[src/rtl/nn_sequencer.sv]
// Programmable instruction sequencer feeding the nn datapath instruction port.
// Latency: first entry on instruction one cycle after accepted start; done one cycle after last issue.
// Backpressure: none; program writes are dropped while running, start is ignored while running.
module nn_sequencer #(
    parameter int DEPTH = 64,
    parameter int AW    = $clog2(DEPTH)
) (
    input  logic          clk,
    input  logic          rst,
    input  logic          prog_we,
    input  logic [AW-1:0] prog_addr,
    input  logic [31:0]   prog_wdata,
    input  logic [AW:0]   prog_len,
    input  logic [7:0]    loop_count,
    input  logic          start,
    input  logic          abort,
    output logic [23:0]   instruction,
    output logic          busy,
    output logic          done,
    output logic          err,
    output logic [AW-1:0] pc
);

    typedef enum logic [1:0] {
        IDLE,
        RUN,
        DONE
    } state_t;

    state_t        state, state_nxt;
    logic [31:0]   mem [DEPTH];
    logic [7:0]    hold, hold_nxt;
    logic [7:0]    passes, passes_nxt;
    logic [AW-1:0] len_m1, len_m1_nxt;
    logic [23:0]   instr_nxt;
    logic          busy_nxt, done_nxt, err_nxt;
    logic [AW-1:0] pc_nxt;

    logic          wr_en;
    logic [31:0]   entry0;
    logic [31:0]   entry_next;
    logic          len_ok;

    assign wr_en = prog_we && (state == IDLE || state == DONE);

    // A write to entry 0 coinciding with start must be the value issued first.
    assign entry0     = (wr_en && prog_addr == '0) ? prog_wdata : mem[0];
    assign entry_next = mem[pc + AW'(1)];
    assign len_ok     = (prog_len != '0) && (prog_len <= (AW+1)'(DEPTH));

    always_ff @(posedge clk) begin
        if (wr_en) begin
            mem[prog_addr] <= prog_wdata;
        end
    end

    always_ff @(posedge clk or negedge rst) begin
        if (!rst) begin
            state       <= IDLE;
            instruction <= '0;
            busy        <= 1'b0;
            done        <= 1'b0;
            err         <= 1'b0;
            pc          <= '0;
            hold        <= '0;
            passes      <= '0;
            len_m1      <= '0;
        end else begin
            state       <= state_nxt;
            instruction <= instr_nxt;
            busy        <= busy_nxt;
            done        <= done_nxt;
            err         <= err_nxt;
            pc          <= pc_nxt;
            hold        <= hold_nxt;
            passes      <= passes_nxt;
            len_m1      <= len_m1_nxt;
        end
    end

    always_comb begin
        state_nxt  = state;
        instr_nxt  = instruction;
        busy_nxt   = busy;
        done_nxt   = 1'b0;
        err_nxt    = 1'b0;
        pc_nxt     = pc;
        hold_nxt   = hold;
        passes_nxt = passes;
        len_m1_nxt = len_m1;

        if (abort) begin
            state_nxt = IDLE;
            instr_nxt = '0;
            busy_nxt  = 1'b0;
        end else begin
            case (state)
                IDLE, DONE: begin
                    state_nxt = IDLE;
                    instr_nxt = '0;
                    busy_nxt  = 1'b0;
                    if (start) begin
                        if (len_ok) begin
                            state_nxt  = RUN;
                            busy_nxt   = 1'b1;
                            pc_nxt     = '0;
                            instr_nxt  = entry0[23:0];
                            hold_nxt   = entry0[31:24];
                            passes_nxt = (loop_count == 8'd0) ? 8'd1 : loop_count;
                            len_m1_nxt = AW'(prog_len - 1'b1);
                        end else begin
                            err_nxt = 1'b1;
                        end
                    end
                end
                RUN: begin
                    if (hold != 8'd0) begin
                        hold_nxt = hold - 8'd1;
                    end else if (pc != len_m1) begin
                        pc_nxt    = pc + AW'(1);
                        instr_nxt = entry_next[23:0];
                        hold_nxt  = entry_next[31:24];
                    end else if (passes > 8'd1) begin
                        // Wrap straight into entry 0 so passes run back-to-back.
                        passes_nxt = passes - 8'd1;
                        pc_nxt     = '0;
                        instr_nxt  = mem[0][23:0];
                        hold_nxt   = mem[0][31:24];
                    end else begin
                        state_nxt = DONE;
                        instr_nxt = '0;
                        busy_nxt  = 1'b0;
                        done_nxt  = 1'b1;
                    end
                end
                default: begin
                    state_nxt = IDLE;
                    instr_nxt = '0;
                    busy_nxt  = 1'b0;
                end
            endcase
        end
    end

endmodule

[config.mk]
export PLATFORM = sky130hd
export DESIGN_NAME = nn_sequencer
export DESIGN_NICKNAME = d
export VERILOG_FILES = /design/src/rtl/nn_sequencer.sv
export SDC_FILE = /design/constraint.sdc
export NUM_CORES = 2
export LEC_CHECK = 0
export BUFFER_PORTS_ARGS = -buffer_cell sky130_fd_sc_hd__buf_2
export CAP_MARGIN = 5
export CORE_ASPECT_RATIO = 0.75
export CORE_MARGIN = 4
export CORE_UTILIZATION = 55
export DETAILED_ROUTE_END_ITERATION = 10
export PLACE_DENSITY = 0.8
export SETUP_SLACK_MARGIN = 0.5
export SKIP_LAST_GASP = 1
export SLEW_MARGIN = 5
export SYNTH_ARGS = -nofsm -noshare
export SYNTH_HDL_FRONTEND = slang
export SYNTH_SLANG_ARGS = --single-unit
[constraint.sdc]
create_clock -name clk -period 6.1 [get_ports clk]
set_input_delay 0.61 -clock clk [delete_from_list [all_inputs] [get_ports clk]]
set_output_delay 0.61 -clock clk [all_outputs]
set_load 0.005 [all_outputs]
==> impl_metrics.py <==
metrics = {
    "placed_design": {
        "port_buffers": 90,
        "pre_cts_ws_ps": 1790,
        "hpwl_um": 110000,
        "placed_cells": 5620,
        "place.gp.congestion": 0.863,
        "place_area_um2": 85500,
    },
    "die": {
        "die_area_um2": 155000,
        "core-area_um2": 148000,
        "rows": 122,
        "io_pins": 91,
        "die_w_um": 454,
        "start_util_pct": 55.5,
        "die_height_um": 342,
    },
    "finish": {
        "postLayoutCellArea_um2": 91100,
        "nNetsFinal": 3881,
        "post-route-util_pct": 61.7,
        "final_common_cell": "edfxtp_1",
        "syn_to_final_growth_pct": 11.1,
        "layoutNonFillerInstCount": 5959,
        "layout-drive-gt1-share_pct": 29.3,
        "final_cell_mix": "2048 x edfxtp_1, 614 x mux4_2, 181 x clkbuf_16, 162 x nand2_1, 110 x buf_4",
    },
    "worst_setup_path": {
        "cp_max_fo": 68,
        "crit_path_start_kind": "flop",
        "path_class": "reg2reg",
        "slowest_stage": "ha_4",
        "critPathRequiredTime_ps": 6780,
        "cp.arrival_ps": 5190,
        "max_stage_delay_ps": 1050,
        "end_kind": "flop",
        "crit_chain": "ha_4, buf_12, mux4_2, mux4_2, mux2i_1, a2111oi_0, a211o_1",
        "cp_common_cell": "mux4_2",
    },
    "cts": {
        "clk_pin_slew_worst_paths_ps": 70,
        "ctsHoldBuffers": 1,
        "cts_sinks": 2105,
        "cts_setup_buffers": 0,
        "cts_inserted_buffers": 176,
        "cts_tree": "yes",
        "cts_max_level": 4,
        "clk_latency_ps": 820,
        "cts_buffer_depth": 3,
        "cts-root-buf": "clkbuf_16",
        "ctsResizeCount": 0,
    },
    "sta": {
        "fin_ws_ps": 1600,
        "final_min_period_over_clock_period_pct": 73.8,
        "finClkSkew_ps": 33.7,
        "fmax_mhz": 222,
        "timing.slew.headroom_pct": 13.9,
        "period_needed_ps": 4500,
        "slew_violations": 0,
        "hold_viol": 0,
        "worstMarginPinSlew_ps": 1290,
        "setup_violations": 0,
        "tns_ps": 0,
        "rsz0062_at_grt": "no",
    },
    "synth": {
        "synth_edf_count": 2048,
        "netlist_top_cells_area": "edfxtp_1 75%, mux4_2 17%, dfrtp_1 1.7%",
        "syn_inst": 3634,
        "syn_area_um2": 82000,
        "ys.flop_type": "edfxtp_1",
        "synth-async-reset-ratio_pct": 2.71,
        "synth.top_cell.area_share_pct": 75.0,
        "ys_seq_elements": 2105,
        "seq_area_frac_synth_pct": 76.7,
        "synth_top_cell_by_area": "edfxtp_1",
        "synth_cell_types": 63,
        "yosys_warnings": 0,
        "syn_area_per_cell_um2": 22.6,
        "synth_nets": 3699,
    },
    "power_and_ir_drop": {
        "power_density_nw_per_um2": 308,
        "ir_drop_mv": 0.431,
        "p_leak_uw": 0.0277,
    },
    "outcome": {
        "status": "completed",
    },
    "routing": {
        "ant_nets": 0,
        "vias_per_cell": 6.99,
        "wire_per_inst_um": 36.5,
        "wl_um": 218000,
        "dr.first_iter.drc_count": 7697,
        "dr.pass1.iters": 6,
        "via_count": 41600,
        "drc": 0,
    },
    "grt": {
        "grt-ovfl-total": 0,
        "grt_pass1_wl_um": 313000,
        "grt_max_degree": 97,
        "grt_use_met3_pct": 8.32,
        "met1_usage_pct": 39.6,
        "grt_pass1_vias": 42400,
        "track_usage_pct": 28.5,
        "busiest_layer": "met2",
        "antenna_found_initial": 9,
        "met2_usage_pct": 42.8,
    },
    "hold_path": {
        "min_path_type": "in2reg",
    },
    "job": {
        "cap_viol_max_count": 0,
    },
}
final cells by class:
type	count	area, µm²
timing repair buffer	214	1580
multi-input combinational	1310	18500
clock inverter	84	771
tap	1984	2480
fill	9493	56700
clock buffer	242	4830
antenna	11	27.5
sequential	2105	62900
inverter	9	33.8
cell families after synthesis:
group	count (synthesis)	share of synthesized area, %
AOI/OAI and AO/OA	225	1.86
and+or+nand+nor	398	2.18
xor gates and xnor gates	17	0.209
DFF	2105	76.7
buffers and inverters	219	1.43
adders and majority gates	7	0.107
muxes	663	17.5
registers in the layout, indices dropped and copies added, names as in the netlist:
name	count
passes	8
err	1
len_m1	6
state	2
hold	8
pc	6
instruction	24
done	1
mem	2048
busy	1
layer usage:
layer,up-vias,routed length [µm]
met2,3633,101000
met4,0,9930
met5,-,0
li1,15800,-
met1,21600,75000
met3,600,31500
worst paths after layout:
path	from	to	slack (ps)	cells after the start
setup / recovery	pc[0]	instruction[3]	1600	7
hold / removal	prog_len[0]	len_m1[0]	70	2
setup reg to reg	pc[0]	instruction[3]	1600	7
hold reg to reg	instruction[19]	instruction[19]	510	1
max in group asynchronous	rst	pc[0]	4830	2
min in group asynchronous	rst	pc[5]	530	2
synth_stat cells, types with 5 or more instances:
cell type and n:
a2111oi_0 22, o21ai_0 26, buf_1 20, inv_1 8, nor4_1 8, nand2_1 163, nor2_1 106, nand2b_1 8
or3_1 7, mux4_2 614, buf_2 65, clkbuf_1 75, dfrtp_1 57, xor2_1 11, or2_2 9, o31ai_1 7
nand3b_1 8, a22oi_1 6, o22ai_1 24, buf_6 21, ha_1 7, a21oi_1 56, nor3_1 20, nand4_1 24
buf_4 29, a41oi_1 5, a211o_1 22, o21ai_1 14, o2111ai_1 6, mux2i_1 47, edfxtp_1 2048, nand3_1 28
per-stage QoR:
step,total power [µW],hold WS (ps)
6_report,28100,69.1
5_1_grt,28900,49.3
4_1_cts,28100,18.8
3_5_place_dp,17200,478
3_3_place_gp,17100,470
2_1_floorplan,16700,314
critical path: cells and delay by family (launching register included):
family	cells	cell delay, ps
mux	3	1540
fa+ha+maj	1	1050
flops	1	720
compound gates	2	490
buf+inv	1	460
power breakdown:
| group | total, µW | switching, µW | internal [µW] |
|---|---|---|---|
| Combinational | 843 | 610 | 233 |
| Sequential | 16000 | 85.0 | 16000 |
| Clock | 11200 | 5140 | 6030 |
Power figures use the tool's default switching activity.
